[src/rtl/cylon_sequencer_if.sv]
// Control/status bundle between board-side logic and the cylon playlist sequencer.
// step_req exists only when CYLON_SEQ_MANUAL_STEP_EN is defined.
interface cylon_sequencer_if;
    logic       enable;
    logic       hold;
`ifdef CYLON_SEQ_MANUAL_STEP_EN
    logic       step_req;
`endif
    logic [1:0] mode;
    logic [3:0] speed;
    logic [3:0] step_index;
    logic       step_strobe;

`ifdef CYLON_SEQ_MANUAL_STEP_EN
    modport master (output enable, hold, step_req, input mode, speed, step_index, step_strobe);
    modport slave  (input enable, hold, step_req, output mode, speed, step_index, step_strobe);
`else
    modport master (output enable, hold, input mode, speed, step_index, step_strobe);
    modport slave  (input enable, hold, output mode, speed, step_index, step_strobe);
`endif
endinterface

[src/rtl/cylon_sequencer.sv]
// Playlist scheduler driving the cylon engine's mode/speed from a table of timed steps.
// Optional manual-advance button: define CYLON_SEQ_MANUAL_STEP_EN.
module cylon_sequencer #(
    parameter int                      CLKS_PER_TICK = 25_000_000,
    parameter int                      NUM_STEPS     = 4,
    parameter logic [NUM_STEPS*14-1:0] PLAYLIST      = {14'h0410, 14'h2208, 14'h1208, 14'h0008}
) (
    input  logic              clk,
    input  logic              rst_n,
    cylon_sequencer_if.slave  bus
);
    localparam int            PW       = (CLKS_PER_TICK > 1) ? $clog2(CLKS_PER_TICK) : 1;
    localparam logic [PW-1:0] PS_LAST  = PW'(CLKS_PER_TICK - 1);
    localparam logic [3:0]    IDX_LAST = 4'(NUM_STEPS - 1);

    typedef enum logic [1:0] {IDLE, LOAD, RUN} state_t;

    state_t        state, state_nxt;
    logic [3:0]    idx, idx_nxt;
    logic [PW-1:0] presc;
    logic [7:0]    remain;
    logic [13:0]   entry;
    logic          tick, advance, manual_edge;

`ifdef CYLON_SEQ_MANUAL_STEP_EN
    // Two flops to synchronise the button, third flop for rising-edge detect.
    logic [2:0] req_sync;
    always_ff @(posedge clk or negedge rst_n) begin
        if (!rst_n) req_sync <= '0;
        else        req_sync <= {req_sync[1:0], bus.step_req};
    end
    assign manual_edge = req_sync[1] & ~req_sync[2];
`else
    assign manual_edge = 1'b0;
`endif

    assign entry = PLAYLIST[int'(idx)*14 +: 14];

    always_comb begin
        tick      = (state == RUN) && !bus.hold && (presc == PS_LAST);
        advance   = (state == RUN) && ((tick && remain == 8'd1) || manual_edge);
        state_nxt = state;
        idx_nxt   = idx;
        if (!bus.enable) begin
            state_nxt = IDLE;
            idx_nxt   = '0;
        end else begin
            case (state)
                IDLE: begin
                    state_nxt = LOAD;
                    idx_nxt   = '0;
                end
                LOAD: state_nxt = RUN;
                RUN: if (advance) begin
                    state_nxt = LOAD;
                    idx_nxt   = (idx == IDX_LAST) ? 4'd0 : idx + 4'd1;
                end
                default: state_nxt = IDLE;
            endcase
        end
    end

    always_ff @(posedge clk or negedge rst_n) begin
        if (!rst_n) begin
            state <= IDLE;
            idx   <= '0;
        end else begin
            state <= state_nxt;
            idx   <= idx_nxt;
        end
    end

    // Outputs only update on LOAD exit so the engine never sees a half-applied step.
    always_ff @(posedge clk or negedge rst_n) begin
        if (!rst_n) begin
            bus.mode        <= '0;
            bus.speed       <= '0;
            bus.step_index  <= '0;
            bus.step_strobe <= 1'b0;
            presc           <= '0;
            remain          <= '0;
        end else begin
            bus.step_strobe <= 1'b0;
            if (!bus.enable || state == IDLE) begin
                bus.mode       <= '0;
                bus.speed      <= '0;
                bus.step_index <= '0;
                presc          <= '0;
                remain         <= '0;
            end else if (state == LOAD) begin
                bus.mode        <= entry[13:12];
                bus.speed       <= entry[11:8];
                bus.step_index  <= idx;
                bus.step_strobe <= 1'b1;
                remain          <= (entry[7:0] == 8'd0) ? 8'd1 : entry[7:0];
                presc           <= '0;
            end else if (!bus.hold) begin
                if (tick) begin
                    presc  <= '0;
                    remain <= remain - 8'd1;
                end else begin
                    presc  <= presc + PW'(1);
                end
            end
        end
    end
endmodule
[src/flat_wrapper.sv]
// flat-port wrapper written by rule: the top's interface ports become plain ports
module cylon_sequencer_flat 
#(
    parameter int                      CLKS_PER_TICK = 25_000_000,
    parameter int                      NUM_STEPS     = 4,
    parameter logic [NUM_STEPS*14-1:0] PLAYLIST      = {14'h0410, 14'h2208, 14'h1208, 14'h0008}
)
  (clk, rst_n, bus_enable, bus_hold, bus_mode, bus_speed, bus_step_index, bus_step_strobe);
  cylon_sequencer_if bus_i ();
  input  logic clk;
  input  logic rst_n;
  input wire logic [$bits(bus_i.enable)-1:0] bus_enable;
  input wire logic [$bits(bus_i.hold)-1:0] bus_hold;
  output wire logic [$bits(bus_i.mode)-1:0] bus_mode;
  output wire logic [$bits(bus_i.speed)-1:0] bus_speed;
  output wire logic [$bits(bus_i.step_index)-1:0] bus_step_index;
  output wire logic [$bits(bus_i.step_strobe)-1:0] bus_step_strobe;
  assign bus_i.enable = bus_enable;
  assign bus_i.hold = bus_hold;
  assign bus_mode = bus_i.mode;
  assign bus_speed = bus_i.speed;
  assign bus_step_index = bus_i.step_index;
  assign bus_step_strobe = bus_i.step_strobe;
  cylon_sequencer #(.CLKS_PER_TICK(CLKS_PER_TICK), .NUM_STEPS(NUM_STEPS), .PLAYLIST(PLAYLIST)) u_core (.clk(clk), .rst_n(rst_n), .bus(bus_i));
endmodule
[config.mk]
export PLATFORM = sky130hd
export DESIGN_NAME = cylon_sequencer_flat
export DESIGN_NICKNAME = d
export VERILOG_FILES = /design/src/rtl/cylon_sequencer_if.sv /design/src/rtl/cylon_sequencer.sv /design/src/flat_wrapper.sv
export SDC_FILE = /design/constraint.sdc
export NUM_CORES = 1
export LEC_CHECK = 0
export BUFFER_PORTS_ARGS = -buffer_cell sky130_fd_sc_hd__buf_2
export CAP_MARGIN = 20
export CORE_MARGIN = 8
export CORE_UTILIZATION = 30
export DETAILED_ROUTE_END_ITERATION = 10
export SLEW_MARGIN = 40
export SYNTH_ARGS = -nofsm -noshare
export SYNTH_HDL_FRONTEND = slang
export SYNTH_SLANG_ARGS = --single-unit
[constraint.sdc]
create_clock -name clk -period 1.95 [get_ports clk]
set_input_delay 0.195 -clock clk [delete_from_list [all_inputs] [get_ports clk]]
set_output_delay 0.195 -clock clk [all_outputs]
set_load 0.005 [all_outputs]
==> impl_metrics.json, run 1 <==
{
  "design_area_um2": 3372,
  "postSynthAreaPerCell_um2": 9.386,
  "hold_violations": 0,
  "power_density_nw_per_um2": 602.3,
  "clkSlewWorstSetupHoldPaths_ns": 0.10,
  "ys_ff_latch": 48,
  "yosys_warnings": 0,
  "ys.flop_type": "dfrtp_1",
  "finalPower_mw": 2.031,
  "grt_pass1_vias": 2292,
  "drt_iter0_drc": 59,
  "syn2layout_area_growth_pct": 27.85,
  "r2r_cells": 5,
  "fin_ws_ns": -0.1681,
  "finClkSkew_ns": 0.007607,
  "timing.hold.ws_ns": 0.2169,
  "cp.arrival_ns": 2.32,
  "root_buffer": "clkbuf_8",
  "maxSlewHeadroom_pct": 54.85,
  "synthMuxAreaShare_pct": 0.3795,
  "diodes": 0,
  "synth_compound_area_share_pct": 13.38,
  "cts_inserted_buffers": 5,
  "row_count": 34,
  "h-tree-depth": 2,
  "dpl.hpwl_mm": 4.787,
  "layout-drive-gt1-share_pct": 28.79,
  "synthXorXnorAreaFrac_pct": 5.313,
  "clkSinkCount": 48,
  "maxSlewViolCount": 0,
  "die_h_um": 109.8,
  "period_needed_ns": 2.118,
  "detail_route.wirelength_mm": 6.861,
  "gp_congestion": 0.8273,
  "async_flop_share_pct": 100.0,
  "crit_end": "u_core.presc[12]",
  "ys_types": 48,
  "crit_start": "u_core.presc[17]",
  "insertion_delay_ns": 0.31,
  "rsz0062_at_grt": "true",
  "peakVddDrop_v": 0.0002975,
  "endpoint_kind": "register",
  "fmax_mhz": 472.1,
  "initial_core_util_pct": 30.54,
  "place.port_buffers": 12,
  "dpl.cell_count": 426,
  "grt_use_total_pct": 11.93,
  "fp.dieW_um": 109.8,
  "yosys.area_share.adder_pct": 1.898,
  "fin_cells": 438,
  "worstReg2RegStart": "u_core.presc[17]",
  "worst_pin_slew_ns": 0.6772,
  "leakage_nw": 1.370,
  "post-route-period-util_pct": 108.6,
  "drcViolationCount": 0,
  "synth_edf_count": 0,
  "reg2reg_to": "u_core.presc[12]",
  "cts_tree": "built",
  "postSynthCellCount": 281,
  "cp.required_ns": 2.16,
  "r2r_slack_ns": -0.17,
  "synth_area_um2": 2638,
  "path_max_fanout": 15,
  "ant_nets": 0,
  "antenna_found_initial": 0,
  "nets": 337,
  "dieArea_um2": 12050,
  "status": "complete, but fails checks",
  "place_area_um2": 3088,
  "synth_top_family_by_area": "simple AND/OR/NAND/NOR gates",
  "grt_max_degree": 31,
  "critPathKind": "register to register",
  "yosys.area_share.simple_pct": 30.55,
  "min_path_type": "input port to register",
  "start_kind": "register",
  "ios": 15,
  "violations": "negative setup slack",
  "setup_viol": 28,
  "avgViaCountPerCell": 5.377,
  "dr.pass1.iters": 4,
  "routedWlPerCell_um": 15.66,
  "ys_seq_area_share_pct": 45.54,
  "maxCapViolations": 0,
  "vias": 2355,
  "core_um2": 8636,
  "ctsLongestPathBuffers": 2,
  "grt_overflow": 0,
  "grt_pass1_wl_mm": 11.41
}
worst min-delay path by stage:
stage,start,endpoint,slack (ns),depth (start not counted)
2_1_floorplan,rst_n,u_core.bus.mode[0],-0.10,0
3_3_place_gp,rst_n,u_core.bus.mode[0],0.27,1
3_5_place_dp,rst_n,u_core.bus.mode[1],0.27,1
4_1_cts,bus_enable,u_core.state[0],0.22,3
5_1_grt,bus_enable,u_core.state[0],0.22,3
6_report,bus_enable,u_core.state[0],0.22,3
layout make-up:
cell class	count	area (um^2)
Fill cell	878	5264
Clock inverter	2	38.79
Timing Repair Buffer	54	409.1
Sequential cell	48	1202
Inverter	2	7.507
Tap cell	108	135.1
Multi-Input combinational cell	218	1496
Clock buffer	6	82.58
placed cells by master (no fill, tap or decap), drive strengths merged, types with 5 or more instances in the layout:
| cell | n |
|---|---|
| and3 | 7 |
| o21ai | 16 |
| or3 | 6 |
| xor2 | 11 |
| nand3 | 23 |
| nor2 | 24 |
| or4 | 12 |
| buf | 53 |
| nand2b | 7 |
| nor4 | 5 |
| nand4 | 9 |
| a21oi | 21 |
| clkbuf | 6 |
| a22o | 6 |
| dfrtp | 48 |
| xnor2 | 5 |
| nand2 | 23 |
timing repair:
item                       in CTS  in global routing
hold endpoints to repair       28                  0
resized for setup               6                 27
pin swaps                      11                 16
hold buffers                    1                  0
setup endpoints to repair      29                 36
buffers inserted                1                  2
critical path: stages, from the launching register on:
cell and delay [ns]:
dfrtp_1 0.39, or4_4 0.54, or4_4 0.59, o21ai_4 0.26, buf_12 0.18, nor2_1 0.05
cell families (layout without fill, tap and decap cells):
| logic type | count (synthesis) | after routing |
|---|---|---|
| other cells | 1 | 2 |
| simple gates | 138 | 138 |
| buf+inv | 16 | 64 |
| compound gates | 57 | 57 |
| mux | 1 | 1 |
| xor+xnor | 16 | 16 |
| flops | 48 | 48 |
| fa+ha+maj | 4 | 4 |
sequential cells by signal (all words and copies together) (netlist names):
name	count
u_core.presc	25
u_core.remain	8
u_core.bus.step_index	4
u_core.idx	4
u_core.bus.mode	2
u_core.bus.speed	2
u_core.state	2
u_core.bus.step_strobe	1
cells in the mapped netlist, types with 3 or more instances:
master    number  area share (%)
dfrtp_1       48              46
nand2_1       23             3.3
nor2_1        23             3.3
nand3_1       22             4.2
a21oi_1       21             4.0
o21ai_0       15             2.8
xor2_1        11             3.7
clkbuf_1       9             1.3
or4_1          9             2.6
nand4_1        8             1.9
and3_1         7             1.7
nand2b_1       7             1.7
a22o_1         6             2.0
or3_1          6             1.4
xnor2_1        5             1.7
a22oi_1        4             1.1
and2_1         4            0.95
and4_1         4             1.3
ha_1           4             1.9
nor4_1         4            0.95
buf_4          3            0.85
nand3b_1       3            0.85
nor3_1         3            0.57
nor4b_1        3             1.0
power by group:
| part | switching (mW) | internal [mW] |
|---|---|---|
| combinational | 0.139 | 0.0871 |
| sequential | 0.00952 | 1.01 |
| clock | 0.365 | 0.420 |
per-layer routing:
| metal | wire, um | part of all wire (%) | vias to the layer above | global-route usage, % |
|---|---|---|---|---|
| met5 | 0 | 0 | - | 0 |
| met4 | 44 | 0.64 | 0 | 3.086 |
| met3 | 343 | 5.0 | 7 | 2.286 |
| met2 | 3398 | 50 | 62 | 20.11 |
| met1 | 3074 | 45 | 1160 | 15.25 |
| li1 | - | - | 1126 | - |
through the flow:
| step | TNS (ns) | util, % | worst slack (ns) |
|---|---|---|---|
| floorplan | -1.069 | - | -0.08997 |
| global placement | -1.032 | 35.76 | -0.05521 |
| detailed placement | -1.485 | 35.76 | -0.08055 |
| CTS | -0.2971 | 37.74 | -0.04553 |
| global route | -5.800 | 39.05 | -0.2348 |
| finish | -3.744 | 39.05 | -0.1681 |
Power figures use the tool's default switching activity.
==> run 2, diff against run 1 <==
GPL_TIMING_DRIVEN = 0   (was default)
clock period = 2 ns   (was 1.95 ns; I/O delays follow)
==> run 2 against run 1 <==
Net effect: the flow now finishes without violations; register-to-register slack improved by 0.17 ns; sequential cell count is the same; sequential share of layout area increased by 1.4 points; clock skew grew 0.0019 ns; setup slack better by 0.17 ns; global-route usage down 0.74 points; largest cell class unchanged; highest routed layer unchanged.
==> impl_metrics.json, run 2 (synthesis gave the netlist of run 1 again) <==
{
  "timing.hold.ws_ns": 0.2807,
  "r2r_cells": 6,
  "layout_common_cells": "dfrtp_1, buf_4, nor2_1, nand2_1, nand3_1",
  "grt_overflow": 0,
  "fp.dieW_um": 109.8,
  "root_buffer": "clkbuf_8",
  "grt_max_degree": 49,
  "avgViaCountPerCell": 5.299,
  "place_area_um2": 2853,
  "ios": 15,
  "grt_use_total_pct": 11.19,
  "crit_buf_inv": 1,
  "clkSinkCount": 48,
  "worstReg2RegStart": "u_core.presc[7]",
  "cpLargestDelayFamily": "simple AND/OR/NAND/NOR gates",
  "cp_common_cell": "or4_4",
  "peakVddDrop_v": 0.0002599,
  "endpoint_kind": "register",
  "place.port_buffers": 11,
  "hp-start": "bus_enable",
  "drcViolationCount": 0,
  "dr.pass1.iters": 5,
  "cp.required_ns": 2.24,
  "min_path_cells": 3,
  "layout-drive-gt1-share_pct": 24.15,
  "nets": 330,
  "maxCapViolations": 0,
  "grt_pass1_wl_mm": 10.98,
  "path_max_fanout": 4,
  "setup-tns-final_ns": 0,
  "r2r_slack_ns": 0.001,
  "initial_core_util_pct": 30.54,
  "cts_inserted_buffers": 5,
  "post-route-period-util_pct": 99.94,
  "top_regs": "u_core.presc x25, u_core.remain x8",
  "vias": 2284,
  "rsz0062_at_grt": "true",
  "ctsLongestPathBuffers": 2,
  "period_needed_ns": 1.999,
  "clkSlewWorstSetupHoldPaths_ns": 0.09,
  "min_path_type": "input port to register",
  "insertion_delay_ns": 0.31,
  "diodes": 0,
  "hold_violations": 0,
  "worst_pin_slew_ns": 0.6134,
  "drt_iter0_drc": 106,
  "antenna_found_initial": 0,
  "setup_viol": 0,
  "start_kind": "register",
  "power_density_nw_per_um2": 591.0,
  "regMostFlops": "u_core.presc",
  "leakage_nw": 1.314,
  "slowest_stage": "or4_4",
  "detail_route.wirelength_mm": 6.409,
  "syn2layout_area_growth_pct": 23.48,
  "die_h_um": 109.8,
  "row_count": 34,
  "routedWlPerCell_um": 14.87,
  "critPathMaxStageDelay_ns": 0.54,
  "maxSlewViolCount": 0,
  "dpl.hpwl_mm": 4.201,
  "status": "finished clean",
  "fmax_mhz": 500.3,
  "core_um2": 8636,
  "critPathKind": "register to register",
  "cp_cell_sequence": "or4_4, or4_4, o21ai_4, buf_6, a21oi_2, a21oi_1",
  "finClkSkew_ns": 0.009490,
  "design_area_um2": 3257,
  "gp_congestion": 0.8091,
  "layout_commonest_cell": "dfrtp_1",
  "maxSlewHeadroom_pct": 59.10,
  "largest_register_ffs": 25,
  "min_to": "u_core.state[0]",
  "grt_pass1_vias": 2243,
  "ant_nets": 0,
  "h-tree-depth": 2,
  "cp.arrival_ns": 2.24,
  "dieArea_um2": 12050,
  "reg2reg_to": "u_core.remain[3]",
  "cts_tree": "built"
}
## run 2: power breakdown
part           internal (mW)  leakage (nW)  switching, mW  total, mW
clock                  0.372        0.0552          0.342      0.713
combinational         0.0833         0.599          0.133      0.217
sequential             0.985         0.660         0.0101      0.995
total                   1.44          1.31          0.485       1.92
## run 2: repair_timing
| item | CTS | global route |
|---|---|---|
| endpoints found under the hold margin | 48 | 0 |
| pin swaps | 10 | 11 |
| setup buffers | 16 | 7 |
| setup endpoints to repair | 36 | 30 |
| gates cloned | 1 | 1 |
| gates resized for setup | 19 | 21 |
| hold buffers | 1 | 0 |
## run 2: worst reg2reg max path: stages (launching register included)
cell     delay, ns
dfrtp_1       0.40
or4_4         0.54
or4_4         0.48
o21ai_4       0.22
buf_6         0.15
a21oi_2       0.05
a21oi_1       0.11
## run 2: layout make-up
type	instances	area, um^2
Fill cell	885	5379
Inverter	2	7.507
Sequential cell	48	1206
Clock buffer	6	72.57
Tap cell	108	135.1
Buffer	12	73.82
Timing Repair Buffer	35	241.5
Clock inverter	2	35.03
Multi-Input combinational cell	218	1485
## run 2: how the worst max path moves through the flow
| stage | slack, ns | cells after the start | end | start |
|---|---|---|---|---|
| 5_1_grt | -0.08 | 5 | u_core.remain[5] | u_core.presc[17] |
| 4_1_cts | -0.08 | 5 | u_core.remain[5] | u_core.presc[7] |
| 3_5_place_dp | -0.30 | 5 | u_core.remain[6] | u_core.presc[7] |
| 6_report | 0.001 | 6 | u_core.remain[3] | u_core.presc[7] |
| 3_3_place_gp | -0.28 | 6 | u_core.presc[23] | u_core.presc[11] |
| 2_1_floorplan | -0.04 | 5 | u_core.presc[10] | u_core.presc[17] |
## run 2: layer usage
metal	vias to the layer above	track usage, %	wire, um
met2	51	18.39	3015
met5	-	0	0
li1	1127	-	-
met4	0	2.314	43
met3	8	2.169	331
met1	1098	14.91	3019
## run 2: through the flow
| stage | setup slack (ns) | instances | utilization, % | power (mW) |
|---|---|---|---|---|
| final | 0.001114 | 431 | 37.71 | 1.925 |
| after floorplan | -0.03999 | 282 | - | 1.121 |
| after CTS | -0.08232 | 425 | 36.53 | 1.927 |
| after detailed placement | -0.3002 | 401 | 33.03 | 1.182 |
| after global routing | -0.07995 | 431 | 37.71 | 1.995 |
| after global placement | -0.2801 | 401 | 33.00 | 1.179 |
==> run 3, diff against run 2 <==
GPL_ROUTABILITY_DRIVEN = 0   (was default)
GPL_TIMING_DRIVEN = default   (was 0)
==> run 3 against run 2 <==
Net effect: the run now ends with negative setup slack left; clock power is 18% lower; first-iteration DRC count is 19% lower; die area stayed put; power is 4.8% lower; fmax is 4.2% lower; routed wire length is 1.5% higher; utilization is 1.9 points higher; setup slack worse by 0.089 ns; clock skew is 0.0013 ns lower; global-route usage is 0.29 points lower; hold slack worse by 0.071 ns; combinational power is 17% higher; critical path type unchanged; largest cell class unchanged.
==> impl_metrics.json, run 3 (synthesis gave the netlist of run 1 again) <==
{
  "place.port_buffers": 12,
  "detail_route.wirelength_mm": 6.504,
  "ctsLongestPathBuffers": 2,
  "period_needed_ns": 2.088,
  "routedWlPerCell_um": 14.68,
  "cp.required_ns": 2.20,
  "nets": 342,
  "drcViolationCount": 0,
  "power_density_nw_per_um2": 535.4,
  "rsz0062_at_grt": "true",
  "grt_overflow": 0,
  "maxCapViolations": 0,
  "dieArea_um2": 12050,
  "critPathMaxStageDelay_ns": 0.54,
  "cp_cell_sequence": "or4_4, or4_4, o21ai_4, buf_4, buf_4, nor2_1",
  "post-route-period-util_pct": 104.4,
  "fill_cells": 842,
  "timing.hold.ws_ns": 0.2099,
  "fin_ws_ns": -0.08760,
  "grt_use_total_pct": 10.90,
  "cp.arrival_ns": 2.29,
  "initial_core_util_pct": 30.54,
  "diodes": 0,
  "antenna_found_initial": 0,
  "drt_iter0_drc": 86,
  "vias": 2336,
  "path_max_fanout": 5,
  "layout_commonest_cell": "dfrtp_1",
  "min_path_type": "input port to register",
  "dpl.hpwl_mm": 4.577,
  "start_kind": "register",
  "layout_common_cells": "dfrtp_1, buf_4, nand2_1, nand3_1, nor2_1",
  "core_um2": 8636,
  "worstReg2RegStart": "u_core.presc[17]",
  "die_h_um": 109.8,
  "maxSlewViolCount": 0,
  "place_area_um2": 3079,
  "crit_start": "u_core.presc[17]",
  "regMostFlops": "u_core.presc",
  "peakVddDrop_v": 0.0002763,
  "finClkSkew_ns": 0.008165,
  "leakage_nw": 1.410,
  "ios": 15,
  "grt_pass1_vias": 2251,
  "slowest_stage": "or4_4",
  "design_area_um2": 3421,
  "cts_inserted_buffers": 5,
  "setup_viol": 25,
  "fmax_mhz": 479.0,
  "highest_layer": "met4",
  "status": "complete, but fails checks",
  "wl_met1_mm": 3.162,
  "clkSinkCount": 48,
  "endpoint_kind": "register",
  "h-tree-depth": 2,
  "insertion_delay_ns": 0.31,
  "syn2layout_area_growth_pct": 29.70,
  "layout-drive-gt1-share_pct": 30.45,
  "largest_register_ffs": 25,
  "cts_tree": "built",
  "clkSlewWorstSetupHoldPaths_ns": 0.09,
  "avgViaCountPerCell": 5.273,
  "fp.dieW_um": 109.8,
  "hold_violations": 0,
  "grt_max_degree": 49,
  "critPathKind": "register to register",
  "finalPower_mw": 1.832,
  "grt_pass1_wl_mm": 10.67,
  "hp-start": "bus_enable",
  "row_count": 34,
  "wl_met3_um": 246,
  "dr.pass1.iters": 4,
  "root_buffer": "clkbuf_8",
  "top_regs": "u_core.presc x25, u_core.remain x8",
  "wl_met2_mm": 3.048,
  "ant_nets": 0,
  "violations": "negative setup slack"
}
[run 3: repair_timing]
action,in CTS,in global routing
setup buffers,1,8
endpoints found under the hold margin,48,0
hold buffers,1,0
pin swaps,8,20
cloned,0,1
resized for setup,5,42
endpoints found under the setup margin,29,33
[run 3: per-stage QoR]
step / instances / TNS, ns / util, % / setup WS, ns
2_1_floorplan: 282 / -0.3973 / - / -0.03999
6_report: 443 / -1.098 / 39.61 / -0.08760
3_3_place_gp: 424 / -0.3156 / 35.66 / -0.05070
3_5_place_dp: 424 / -1.163 / 35.66 / -0.1028
5_1_grt: 443 / -2.442 / 39.61 / -0.1357
4_1_cts: 434 / -0.8791 / 37.18 / -0.06648
[run 3: power by group]
| part | switching, mW | total, mW | internal [mW] |
|---|---|---|---|
| clock | 0.340 | 0.585 | 0.244 |
| combinational | 0.143 | 0.253 | 0.110 |
| sequential | 0.00908 | 0.994 | 0.985 |
[run 3: final cells by class]
type | instances | area (um^2) | share of cell area (%)
Inverter | 2 | 7.507 | 0.2195
Tap cell | 108 | 135.1 | 3.950
Clock buffer | 5 | 68.82 | 2.012
Sequential cell | 48 | 1202 | 35.15
Clock inverter | 3 | 18.77 | 0.5486
Multi-Input combinational cell | 218 | 1521 | 44.48
Timing Repair Buffer | 59 | 466.7 | 13.64
[run 3: final timing paths]
path | end | slack, ns | depth (start not counted)
max in group asynchronous | u_core.presc[12] | 1.35 | 3
hold reg to reg | u_core.bus.mode[0] | 0.49 | 2
hold / removal | u_core.state[0] | 0.21 | 3
setup reg to reg | u_core.presc[2] | -0.09 | 6
min in group asynchronous | u_core.bus.speed[1] | 0.40 | 3
setup / recovery | u_core.presc[2] | -0.09 | 6
[run 3: critical path: cells and delay by family, from the launching register on]
kind	cells	cell delay, ns
AND/OR/NAND/NOR	3	1.12
flip-flops	1	0.38
buffers and inverters	2	0.29
AO/OA/AOI/OAI	1	0.18
[run 3: per-layer routing]
layer  up-vias  global-route usage [%]
met2        34                   17.79
li1       1143                       -
met5         -                       0
met4         0                   2.314
met3         7                   2.110
met1      1152                   14.60
